$ cat src/rtl/fan_packet_tx_if.sv
// fan_packet_tx_if: request/status bundle for fan_packet_tx; FAN_TX_ABORT_EN adds abort/aborted.
interface fan_packet_tx_if #(
  parameter int ID_WIDTH = 4,
  parameter int PAYLOAD_WIDTH = 7,
  parameter int REPEAT_WIDTH = 4
);
  logic [ID_WIDTH-1:0] id;
  logic [PAYLOAD_WIDTH-1:0] payload;
  logic [REPEAT_WIDTH-1:0] repeats;
  logic start;
  logic busy;
  logic done;
  logic out;
`ifdef FAN_TX_ABORT_EN
  logic abort;
  logic aborted;
  modport master (output id, payload, repeats, start, abort, input busy, done, out, aborted);
  modport slave (input id, payload, repeats, start, abort, output busy, done, out, aborted);
`else
  modport master (output id, payload, repeats, start, input busy, done, out);
  modport slave (input id, payload, repeats, start, output busy, done, out);
`endif
endinterface

$ cat src/rtl/fan_packet_tx.sv
// fan_packet_tx: OOK pulse-width packet transmitter with repeats and inter-frame gaps.
// Define FAN_TX_ABORT_EN to add the abort input and aborted pulse.
module fan_packet_tx #(
  parameter int CLK_DIV = 2203,
  parameter int ID_WIDTH = 4,
  parameter int PAYLOAD_WIDTH = 7,
  parameter int LEAD_BITS = 2,
  parameter int GAP_SLOTS = 30,
  parameter int REPEAT_WIDTH = 4
) (
  input logic ref_clk,
  input logic reset,
  fan_packet_tx_if.slave bus
);
  localparam int NBITS = LEAD_BITS + ID_WIDTH + PAYLOAD_WIDTH;
  localparam int CW = $clog2(CLK_DIV);
  localparam int IW = $clog2(NBITS + 1);
  localparam int GW = $clog2(GAP_SLOTS + 1);
  typedef enum logic [1:0] {IDLE, FRAME, GAP} state_t;
  state_t state;
  logic [NBITS-1:0] frame_q;
  logic [NBITS-1:0] cur;
  logic [REPEAT_WIDTH-1:0] frames;
  logic [CW-1:0] cnt;
  logic [IW-1:0] idx;
  logic [GW-1:0] gap;
  logic [1:0] phase;
  logic out_q;
  logic busy_q;
  logic done_q;
  assign cur = frame_q >> idx;
  assign bus.out = out_q;
  assign bus.busy = busy_q;
  assign bus.done = done_q;
`ifdef FAN_TX_ABORT_EN
  logic aborted_q;
  assign bus.aborted = aborted_q;
`endif
  always_ff @(posedge ref_clk) begin
    if (reset) begin
      state <= IDLE;
      frame_q <= '0;
      frames <= '0;
      cnt <= '0;
      idx <= '0;
      gap <= '0;
      phase <= '0;
      out_q <= 1'b0;
      busy_q <= 1'b0;
      done_q <= 1'b0;
`ifdef FAN_TX_ABORT_EN
      aborted_q <= 1'b0;
`endif
    end else begin
      done_q <= 1'b0;
`ifdef FAN_TX_ABORT_EN
      aborted_q <= 1'b0;
`endif
      if (state == IDLE) begin
        if (bus.start) begin
          frame_q <= NBITS'({bus.payload, bus.id}) << LEAD_BITS;
          frames <= bus.repeats;
          state <= FRAME;
          busy_q <= 1'b1;
          out_q <= 1'b0;
          cnt <= CW'(CLK_DIV - 1);
          phase <= 2'd0;
          idx <= '0;
        end
      end
`ifdef FAN_TX_ABORT_EN
      else if (bus.abort) begin
        state <= IDLE;
        busy_q <= 1'b0;
        out_q <= 1'b0;
        aborted_q <= 1'b1;
      end
`endif
      else if (cnt != '0) cnt <= cnt - 1'b1;
      else begin
        cnt <= CW'(CLK_DIV - 1);
        if (state == FRAME) begin
          // out is loaded with the level of the slot about to begin
          phase <= phase == 2'd2 ? 2'd0 : phase + 2'd1;
          out_q <= phase == 2'd0 ? cur[0] : phase == 2'd1;
          if (phase == 2'd2) begin
            idx <= idx + 1'b1;
            if (idx == IW'(NBITS - 1)) begin
              state <= GAP;
              gap <= GW'(GAP_SLOTS - 1);
            end
          end
        end else if (gap != '0) gap <= gap - 1'b1;
        else if (frames == '0) begin
          state <= IDLE;
          busy_q <= 1'b0;
          done_q <= 1'b1;
        end else begin
          frames <= frames - 1'b1;
          state <= FRAME;
          idx <= '0;
          phase <= 2'd0;
        end
      end
    end
  end
endmodule

$ cat src/flat_wrapper.sv
// flat-port wrapper written by rule: the top's interface ports become plain ports
module fan_packet_tx_flat 
#(
  parameter int CLK_DIV = 2203,
  parameter int ID_WIDTH = 4,
  parameter int PAYLOAD_WIDTH = 7,
  parameter int LEAD_BITS = 2,
  parameter int GAP_SLOTS = 30,
  parameter int REPEAT_WIDTH = 4
)
  (ref_clk, reset, bus_id, bus_payload, bus_repeats, bus_start, bus_busy, bus_done, bus_out);
  fan_packet_tx_if #(.ID_WIDTH(ID_WIDTH), .PAYLOAD_WIDTH(PAYLOAD_WIDTH), .REPEAT_WIDTH(REPEAT_WIDTH)) bus_i ();
  input logic ref_clk;
  input logic reset;
  input wire logic [$bits(bus_i.id)-1:0] bus_id;
  input wire logic [$bits(bus_i.payload)-1:0] bus_payload;
  input wire logic [$bits(bus_i.repeats)-1:0] bus_repeats;
  input wire logic [$bits(bus_i.start)-1:0] bus_start;
  output wire logic [$bits(bus_i.busy)-1:0] bus_busy;
  output wire logic [$bits(bus_i.done)-1:0] bus_done;
  output wire logic [$bits(bus_i.out)-1:0] bus_out;
  assign bus_i.id = bus_id;
  assign bus_i.payload = bus_payload;
  assign bus_i.repeats = bus_repeats;
  assign bus_i.start = bus_start;
  assign bus_busy = bus_i.busy;
  assign bus_done = bus_i.done;
  assign bus_out = bus_i.out;
  fan_packet_tx #(.CLK_DIV(CLK_DIV), .ID_WIDTH(ID_WIDTH), .PAYLOAD_WIDTH(PAYLOAD_WIDTH), .LEAD_BITS(LEAD_BITS), .GAP_SLOTS(GAP_SLOTS), .REPEAT_WIDTH(REPEAT_WIDTH)) u_core (.ref_clk(ref_clk), .reset(reset), .bus(bus_i));
endmodule
$ cat config.mk
export PLATFORM = sky130hd
export DESIGN_NAME = fan_packet_tx_flat
export DESIGN_NICKNAME = d
export VERILOG_FILES = /design/src/rtl/fan_packet_tx_if.sv /design/src/rtl/fan_packet_tx.sv /design/src/flat_wrapper.sv
export SDC_FILE = /design/constraint.sdc
export NUM_CORES = 1
export LEC_CHECK = 0
export CAP_MARGIN = 20
export CORE_ASPECT_RATIO = 1.1
export CORE_MARGIN = 2
export CORE_UTILIZATION = 65
export CTS_CLUSTER_SIZE = 30
export DETAILED_ROUTE_END_ITERATION = 12
export DONT_BUFFER_PORTS = 1
export PLACE_DENSITY = 0.82
export SKIP_CTS_REPAIR_TIMING = 1
export SLEW_MARGIN = 20
export SYNTH_ARGS = -nofsm -noshare
export SYNTH_HDL_FRONTEND = slang
export SYNTH_SLANG_ARGS = --single-unit
$ cat constraint.sdc
create_clock -name ref_clk -period 3.5 [get_ports ref_clk]
set_clock_uncertainty 0.1 [all_clocks]
set_input_delay 0.7 -clock ref_clk [delete_from_list [all_inputs] [get_ports ref_clk]]
set_output_delay 0.7 -clock ref_clk [all_outputs]
set_load 0.05 [all_outputs]
==> results of run 1 <==
[critical path, stage by stage (launching register included)]
cell and delay (ns):
dfxtp_1 0.48, nor2_1 0.81, a21oi_2 0.33, or4_1 0.57, a21oi_1 0.14
[worst max-delay path by stage]
stage / start / endpoint / slack [ns] / depth (start not counted)
finish: u_core.state[1] / u_core.idx[3] / 1.01 / 4
CTS: u_core.state[1] / u_core.idx[3] / 1.06 / 4
global placement: u_core.state[1] / u_core.idx[3] / 1.16 / 4
floorplan: u_core.idx[0] / u_core.gap[1] / 1.45 / 8
global route: u_core.state[1] / u_core.state[0] / 0.77 / 5
detailed placement: u_core.state[1] / u_core.idx[3] / 1.07 / 4
[cell usage in the layout, fill, tap and decap left out, types with 5 or more instances in the layout]
cell	instances
nor3_1	13
o21ai_0	16
or3_1	5
or4_1	5
dfxtp_1	43
a21oi_1	35
a211oi_1	8
inv_1	11
ha_1	6
clkbuf_4	5
nand2_1	30
nand3_1	13
nor2_1	19
nand2b_1	5
[sequential cells by signal, summed over array words and instances (netlist names)]
name and cells:
u_core.bus.busy 1, u_core.cnt 12, u_core.bus.out 1, u_core.idx 4, u_core.gap 5, u_core.bus.done 1
u_core.state 2, u_core.phase 2, u_core.frames 4, u_core.frame_q 11
[layout make-up]
cell class              instances  area (um2)
inverters                      11       41.29
fillers                       298        1005
well taps                      48       60.06
clock buffers                   6       51.30
flip-flops and latches         43       860.8
clock inverters                 1       5.005
multi-input cells             216        1335
[cell usage after synthesis (2+ instances only)]
cell / n / area share [%]
dfxtp_1: 43 / 37
a21oi_1: 35 / 7.6
nand2_1: 30 / 4.9
nor2_1: 19 / 3.1
o21ai_0: 16 / 3.5
nand3_1: 13 / 2.8
nor3_1: 13 / 2.8
clkbuf_1: 11 / 1.8
inv_1: 11 / 1.8
a211oi_1: 8 / 2.6
ha_1: 6 / 3.3
nand2b_1: 5 / 1.4
or3_1: 5 / 1.4
or4_1: 5 / 1.6
a311oi_1: 4 / 1.5
a31oi_1: 4 / 1.1
buf_2: 4 / 0.87
nor2b_1: 4 / 1.1
a31o_2: 3 / 1.1
and3_1: 3 / 0.82
mux2i_1: 3 / 1.3
o211ai_1: 3 / 0.98
o31ai_1: 3 / 0.98
a211oi_2: 2 / 1.1
a22oi_1: 2 / 0.65
and2_1: 2 / 0.54
nor4_1: 2 / 0.54
xnor2_1: 2 / 0.76
[where the power goes]
group	leakage (nW)	switching [mW]	total, mW	internal, mW
Sequential	0.352	0.0476	0.578	0.530
Combinational	0.430	0.179	0.282	0.103
Clock	0.0341	0.157	0.250	0.0932
Total	0.816	0.384	1.11	0.726
[cell families (layout without fill, tap and decap cells)]
| kind of cell | after synthesis | after routing |
|---|---|---|
| AOI/OAI and AO/OA | 91 | 91 |
| xor gates and xnor gates | 2 | 2 |
| buffers and inverters | 26 | 18 |
| muxes | 4 | 4 |
| and+or+nand+nor | 113 | 113 |
| DFF | 43 | 43 |
| adders and majority gates | 6 | 6 |
[layer usage]
layer  track usage [%]  vias up  wire length [um]
met5                 0        -                 0
met4             8.152        0                85
met3             6.654       12               420
met2             41.53       87              2219
met1             35.76      932              2151
li1                  -     1024                 -
[per-stage QoR]
step	setup slack [ns]	hold WS (ns)	instance area, um2	instances
finish	1.010	0.2898	2354	325
CTS	1.064	0.2900	2354	325
floorplan	1.450	0.3318	2298	285
detailed placement	1.073	0.3382	2297	318
global route	0.7733	0.2725	2354	325
global placement	1.162	0.3330	2297	318
==> summary.txt, run 1 <==
Hold path
  • Worst hold path type: primary input to register
  • HP Start: reset
  • Worst hold endpoint: u_core.cnt[4]
  • WHS Path Cells: 1

Synth
  • Post-Synth Adder-Cell Area: 3.266%
  • Mapped Cells: 285
  • Post-Syn Nets: 309
  • Synth Register Bits: 43
  • Post-synthesis mux area share: 1.796%
  • Main combinational cell family by area after synthesis: compound AO/OA/AOI/OAI gates
  • Ys async rst share: 0%
  • Syn avg cell area: 8.065 um2
  • Post-synthesis xor/xnor area fraction: 0.7621%
  • Register area share after synthesis: 37.45%
  • Number of synthesized flops with an enable pin: 0
  • Yosys warning total: 0
  • Top_reg_cell synth: dfxtp_1
  • Synthesized area: 0.002298 mm2
  • Simple-gate share of the synthesized area: 26.08%
  • Synth Area in Compound Gates: 26.18%
  • Count of cell types in the netlist: 52

Run
  • Max-cap viol count: 0

Die
  • Top Ports: 21
  • Initial core utilization: 68.44%
  • Die Wd: 60.70 um
  • Core ar.: 0.003358 mm2
  • Die area: 0.004028 mm2
  • Num rows: 22
  • Die height: 66.37 um

Pwr
  • Overall power: 1.110 mW
  • PwrDens: 471.6 mW/mm2
  • Leak: 0.8157 nW
  • IR drop worst, VDD: 0.2875 mV

Clock network
  • Root Buffer: clkbuf_4
  • TritonCTS Sinks: 43
  • CTS max path bufs: 2
  • H-tree depth: 2
  • Clock-pin slew on the worst setup and hold paths: 0.12 ns
  • CTS tree: done
  • Num CTS Buffers: 5
  • Clk Latency, worst-skew pair: 0.36 ns

Placed design
  • Final GP Congestion: 0.8437
  • DPL Wire Length: 3.346 mm
  • # port buffers: 0

Timing
  • Max Clk Rate: 0.4017 GHz
  • Worst slew margin: 35.91%
  • Slew Limit Fails: 0
  • Total negative slack: 0 ns
  • Fin crit share: 71.13%
  • Worst Tran Pin Value: 0.9579 ns
  • RSZ-0062 raised after global routing: no
  • Fin. Hold Viols: 0
  • Post-route minimum period: 2.490 ns
  • Final setup viols: 0

Route
  • DR WL/cell: 15.00 um
  • First-pass detailed-route iteration total: 6
  • DR iter-0 viols: 190
  • Post-route DRC: 0
  • Final ANT Viol Nets: 0
  • Via density: 6.323
  • Detailed-route via count: 2055
  • Final WL: 4.876 mm

Layout
  • Antenna diodes: 0
  • Core Util, Final: 70.08%
  • Layout cell share with drive strength beyond 1: 8.664%
  • P&R area growth vs syn: 2.395%
  • Final #Nets: 301

Worst setup path
  • Crit Path Class: register to register
  • R2R Path End: u_core.idx[3]
  • R2R cell count: 4
  • Critical Path Fanout Max: 19
  • Startpoint types: register
  • Critical R2R Launch: u_core.state[1]
  • CP Capture Type: register
  • R2r setup slk: 1.01 ns
  • Worst EP required: 3.70 ns
  • Crit path arrival time: 2.69 ns

Global routing
  • Vias in the first global route: 1823
  • Number of antenna violations at the first check in global routing: 0
  • Total track usage: 26.60%
  • First-pass GRT wire length: 8.135 mm
  • Overflow after GRT: 0
  • Pin count of the biggest net entering global routing: 43

Run status
  • Status: finished, final reports clean
No activity file was read; power rests on OpenSTA's default activity.
==> run 2, diff against run 1 <==
--- a/config.mk
+++ b/config.mk
@@ -8,11 +8,11 @@
 export CAP_MARGIN = 20
 export CORE_ASPECT_RATIO = 1.1
 export CORE_MARGIN = 2
-export CORE_UTILIZATION = 65
+export CORE_UTILIZATION = 63
 export CTS_CLUSTER_SIZE = 30
 export DETAILED_ROUTE_END_ITERATION = 12
 export DONT_BUFFER_PORTS = 1
-export PLACE_DENSITY = 0.82
+export PLACE_DENSITY = 0.8
 export SKIP_CTS_REPAIR_TIMING = 1
 export SLEW_MARGIN = 20
 export SYNTH_ARGS = -nofsm -noshare
==> constraint.sdc (replaced) <==
create_clock -name ref_clk -period 2.44 [get_ports ref_clk]
set_clock_uncertainty 0.1 [all_clocks]
set_input_delay 0.488 -clock ref_clk [delete_from_list [all_inputs] [get_ports ref_clk]]
set_output_delay 0.488 -clock ref_clk [all_outputs]
set_load 0.05 [all_outputs]
==> run 2 against run 1 <==
Count of clock-buffer cells in the layout rose by 2. Critical path depth is 1 higher. Power rose by 58%. Design area grew 3.6%. Combinational power grew 51%. Largest power group unchanged. Sequential share of layout area shrank 1.3 points.
==> summary.txt, run 2 (synthesis results as in run 1) <==
Pwr
  • Overall power: 1.752 mW
  • Sequential Power Share: 47.3%
  • Net Sw Frac: 32.67%
  • Comb pwr share: 24.3%
  • Sw power: 0.5723 mW
  • Internal power: 1.180 mW
  • Clock power share: 28.4%
  • IR drop worst, VDD: 0.4588 mV
  • PwrDens: 718.8 mW/mm2
  • Leak: 0.8568 nW

Global routing
  • Most Used Layer, Global Route: met2
  • Vias in the first global route: 1846
  • Number of antenna violations at the first check in global routing: 0
  • First-pass GRT wire length: 8.328 mm
  • Overflow after GRT: 0
  • Met2 GRT Util: 43.82%
  • GR Util met1: 33.77%
  • Met3 Use GR: 7.088%
  • Pin count of the biggest net entering global routing: 43
  • Total track usage: 26.98%

Worst setup path
  • CP Capture Type: register
  • R2R cell count: 5
  • Critical Path Fanout Max: 16
  • Critical R2R Launch: u_core.state[1]
  • Startpoint types: register
  • R2r setup slk: 0.24 ns
  • Crit path arrival time: 2.33 ns
  • Crit Path Class: register to register
  • CP Launch Point: u_core.state[1]
  • Worst EP required: 2.57 ns
  • R2R Path End: u_core.idx[3]
  • Worst setup path endpoint: u_core.idx[3]

Timing
  • Worst Tran Pin Value: 0.6591 ns
  • Final WS setup: 0.2442 ns
  • Slew Limit Fails: 0
  • Max Clk Rate: 0.4554 GHz
  • RSZ-0062 raised after global routing: no
  • Post-route minimum period: 2.196 ns
  • Fin. Hold Viols: 0
  • Final setup viols: 0
  • Fin crit share: 89.99%
  • Worst slew margin: 55.46%
  • Total negative slack: 0 ns

Clock network
  • Root Buffer: clkbuf_8
  • CTS max path bufs: 2
  • TritonCTS Sinks: 43
  • CTS tree: done
  • Num CTS Buffers: 5
  • Clk Latency, worst-skew pair: 0.30 ns
  • Clock-pin slew on the worst setup and hold paths: 0.08 ns
  • H-tree depth: 2

Placed design
  • DPL Wire Length: 3.573 mm
  • # port buffers: 0
  • Placement Setup Slack: 0.2741 ns
  • Final GP Congestion: 0.8411

Die
  • Top Ports: 21
  • Die Wd: 61.59 um
  • Initial core utilization: 64.41%
  • Num rows: 23
  • Core ar.: 0.003568 mm2
  • Die area: 0.004148 mm2
  • Die height: 67.35 um

Layout
  • Layout cell share with drive strength beyond 1: 10.25%
  • Most flop-heavy register: u_core.cnt
  • Number of fillers in the final layout: 321
  • Max reg flops: 12
  • Most frequent cells in the layout: dfxtp_1, a21oi_1, nand2_1
  • P&R area growth vs syn: 6.043%
  • Final #Nets: 306
  • Antenna diodes: 0
  • Most common cell after layout, fill and taps aside: dfxtp_1
  • Leading registers by flop count: u_core.cnt x12, u_core.frame_q x11, u_core.gap x5

Route
  • Final WL: 5.080 mm
  • DR WL/cell: 15.26 um
  • DR iter-0 viols: 134
  • First-pass detailed-route iteration total: 5
  • Post-route DRC: 0
  • Final ANT Viol Nets: 0
  • Detailed-route via count: 2073
  • Via density: 6.225

Run status
  • Status: finished, final reports clean

Hold path
  • Worst hold path type: primary input to register

Run
  • Max-cap viol count: 0
run 2: changes by cell type in the layout (fill, tap and decap cells not counted), sizes merged:
| cell | change |
|---|---|
| clkinv | -1 |
| buf | +5 |
| clkbuf | +2 |
run 2: metal layers:
layer  wire length, um  share of wire (%)  vias up
met5                 0                  0        -
met4                76                1.5        0
met3               312                6.1        6
met2              2435                 48       61
met1              2254                 44      966
li1                  -                  -     1040
run 2: worst min path at each step:
stage                            startpoint  slack [ns]  cells past startpoint           endpoint
after CTS                             reset        0.15                      1   u_core.frames[3]
after detailed placement  u_core.frame_q[8]        0.34                      2  u_core.frame_q[8]
after global routing                  reset        0.14                      1    u_core.phase[1]
final                                 reset        0.15                      1      u_core.cnt[8]
after floorplan           u_core.frame_q[8]        0.33                      2  u_core.frame_q[8]
after global placement    u_core.frame_q[8]        0.33                      2  u_core.frame_q[8]
run 2: layout make-up:
class	instances	area [um2]	area share [%]
multi-input cells	216	1335	54.77
clock buffers	8	100.1	4.107
flip-flops and latches	43	860.8	35.32
repair buffers	5	37.54	1.540
inverters	11	41.29	1.694
well taps	50	62.56	2.567
run 2: power groups by stage:
stage	clock network, mW	registers [mW]	logic [mW]
after detailed placement	0	0.843	0.421
after global placement	0	0.840	0.411
final	0.497	0.828	0.426
after global routing	0.525	0.837	0.481
after CTS	0.502	0.826	0.423
after floorplan	0	0.823	0.351
run 2: stage by stage:
step,instances,hold WS [ns],util (%),instance area [um2]
6_report,333,0.1462,68.30,2437
5_1_grt,333,0.1370,68.30,2437
4_1_cts,333,0.1470,68.30,2437
3_5_place_dp,325,0.3379,65.50,2337
3_3_place_gp,325,0.3328,65.50,2337
2_1_floorplan,285,0.3318,-,2298
run 2: worst max-delay path, cell delays in order (launching register included):
cell and delay (ns):
dfxtp_1 0.65, nor2b_1 0.21, a211oi_1 0.37, nand2_2 0.14
or4_1 0.49, a21oi_1 0.16
==> run 3, diff against run 2 <==
--- a/config.mk
+++ b/config.mk
@@ -13,6 +13,7 @@
 export DETAILED_ROUTE_END_ITERATION = 12
 export DONT_BUFFER_PORTS = 1
 export PLACE_DENSITY = 0.8
+export RECOVER_POWER = 100
 export SKIP_CTS_REPAIR_TIMING = 1
 export SLEW_MARGIN = 20
 export SYNTH_ARGS = -nofsm -noshare
==> run 3 against run 2 <==
Via count decreased by 0.39%. Worst setup slack got worse by 0.041 ns. Die area unchanged. Power decreased by 0.65%. First-iteration DRC count increased by 25%. Sequential power about the same. Flip-flop and latch count unchanged. Clock power about the same. Final cell count unchanged. Routed wire length decreased by 0.87%. Critical path type unchanged. Critical endpoint is now u_core.frames[3]. Largest cell class unchanged.
==> summary.txt, run 3 (synthesis results as in run 1) <==
Run status
  • Status: finished, final reports clean

Worst setup path
  • Largest delay share family, worst path: simple AND/OR/NAND/NOR gates
  • Worst path cell trace: inv_1, ha_1, or4b_4, nand2_2, nand3_1, or3_1, a21oi_1
  • Critical R2R Launch: u_core.gap[0]
  • Crit path arrival time: 2.38 ns
  • Critical path's slowest cell: or4b_4
  • CP Capture Type: register
  • R2r setup slk: 0.20 ns
  • Worst Path Buf+Inv: 1
  • R2R cell count: 7
  • Worst EP required: 2.58 ns
  • CP max stage delay: 0.51 ns
  • Critical Path Fanout Max: 8
  • Crit Path Class: register to register
  • Startpoint types: register
  • R2R Path End: u_core.frames[3]

Global routing
  • Vias in the first global route: 1846
  • Pin count of the biggest net entering global routing: 43
  • First-pass GRT wire length: 8.328 mm
  • Overflow after GRT: 0
  • Total track usage: 26.98%
  • Number of antenna violations at the first check in global routing: 0

Route
  • Final WL: 5.036 mm
  • DR iter-0 viols: 168
  • Final ANT Viol Nets: 0
  • Post-route DRC: 0
  • First-pass detailed-route iteration total: 4
  • Via density: 6.201
  • Detailed-route via count: 2065
  • DR WL/cell: 15.12 um

Pwr
  • IR drop worst, VDD: 0.4576 mV
  • Clock power share: 28.5%
  • Sequential Power Share: 47.5%
  • Sw power: 0.5689 mW
  • PwrDens: 718.5 mW/mm2
  • Net Sw Frac: 32.69%
  • Internal power: 1.172 mW
  • Comb pwr share: 24.0%
  • Leak: 0.8291 nW

Timing
  • Worst Tran Pin Value: 0.6555 ns
  • Worst slew margin: 55.70%
  • Slew Limit Fails: 0
  • Final setup viols: 0
  • Max Clk Rate: 0.4471 GHz
  • Fin crit share: 91.67%
  • Post-route minimum period: 2.237 ns
  • Fin. Hold Viols: 0
  • Hold Slack: 0.1456 ns
  • Total negative slack: 0 ns
  • RSZ-0062 raised after global routing: no

Die
  • Top Ports: 21
  • Num rows: 23
  • Die Wd: 61.59 um
  • Initial core utilization: 64.41%
  • Core ar.: 0.003568 mm2
  • Die height: 67.35 um
  • Die area: 0.004148 mm2

Clock network
  • Num CTS Buffers: 5
  • H-tree depth: 2
  • Root Buffer: clkbuf_8
  • TritonCTS Sinks: 43
  • CTS max path bufs: 2
  • Clock-pin slew on the worst setup and hold paths: 0.08 ns
  • Clk Latency, worst-skew pair: 0.30 ns
  • CTS tree: done

Hold path
  • Worst hold endpoint: u_core.frames[3]
  • HP Start: reset
  • Worst hold path type: primary input to register
  • WHS Path Cells: 1

Layout
  • Final std cells w/o fill: 333
  • Number of fillers in the final layout: 327
  • Final #Nets: 306
  • Antenna diodes: 0
  • Seq. cell area: 860.8 um2
  • Layout cell share with drive strength beyond 1: 8.834%
  • Most flop-heavy register: u_core.cnt
  • P&R area growth vs syn: 5.389%
  • Area occupied by multi-input gates: 0.001328 mm2
  • Most common cell after layout, fill and taps aside: dfxtp_1
  • Design Area, Final: 0.002422 mm2
  • Max reg flops: 12
  • Most frequent cells in the layout: dfxtp_1, a21oi_1, nand2_1
  • Leading registers by flop count: u_core.cnt x12, u_core.frame_q x11, u_core.gap x5

Placed design
  • Cells after DPL: 325
  • Final GP Congestion: 0.8411
  • Placed Area: 0.002337 mm2
  • DPL Wire Length: 3.573 mm
  • # port buffers: 0

Run
  • Max-cap viol count: 0
[run 3: cell count changes in the layout (fill, tap and decap cells not counted), sizes merged]
cell | before | now
clkbuf | 8 | 10
buf | 5 | 3
[run 3: how the worst max path moves through the flow]
stage	startpoint	endpoint	depth (start not counted)
after detailed placement	u_core.gap[0]	u_core.frames[3]	7
after global placement	u_core.state[1]	u_core.gap[1]	5
after CTS	u_core.gap[0]	u_core.frames[3]	7
after global routing	u_core.gap[0]	u_core.idx[3]	7
after floorplan	u_core.idx[0]	u_core.gap[1]	8
final	u_core.gap[0]	u_core.frames[3]	7
[run 3: metal layers]
metal / vias up / part of all wire (%) / GRT usage (%) / routed length (um)
li1: 1039 / - / - / -
met3: 9 / 6.2 / 7.088 / 313
met5: - / 0 / 0 / 0
met2: 56 / 48 / 43.82 / 2404
met4: 0 / 1.8 / 10.37 / 89
met1: 961 / 44 / 33.77 / 2229
[run 3: final cells by class]
class	count	area share (%)
well taps	50	2.583
clock buffers	8	4.132
repair buffers	5	1.240
flip-flops and latches	43	35.54
inverters	11	1.705
multi-input cells	216	54.80
[run 3: per-stage QoR]
stage	setup WS, ns	utilization [%]	power [mW]
2_1_floorplan	0.3895	-	1.174
3_3_place_gp	0.3044	65.50	1.252
3_5_place_dp	0.2741	65.50	1.263
4_1_cts	0.2542	68.30	1.751
5_1_grt	0.04951	67.88	1.834
6_report	0.2032	67.88	1.740
[run 3: worst reg2reg max path, cell delays in order (launching register included)]
cell,delay [ns]
dfxtp_1,0.33
inv_1,0.06
ha_1,0.19
or4b_4,0.51
nand2_2,0.20
nand3_1,0.22
or3_1,0.42
a21oi_1,0.13
[run 3: power by group through the flow]
stage / Sequential (mW) / Clock, mW / Combinational, mW
finish: 0.827 / 0.496 / 0.417
global route: 0.837 / 0.525 / 0.473
CTS: 0.826 / 0.502 / 0.423
detailed placement: 0.843 / 0 / 0.421
global placement: 0.840 / 0 / 0.411
floorplan: 0.823 / 0 / 0.351
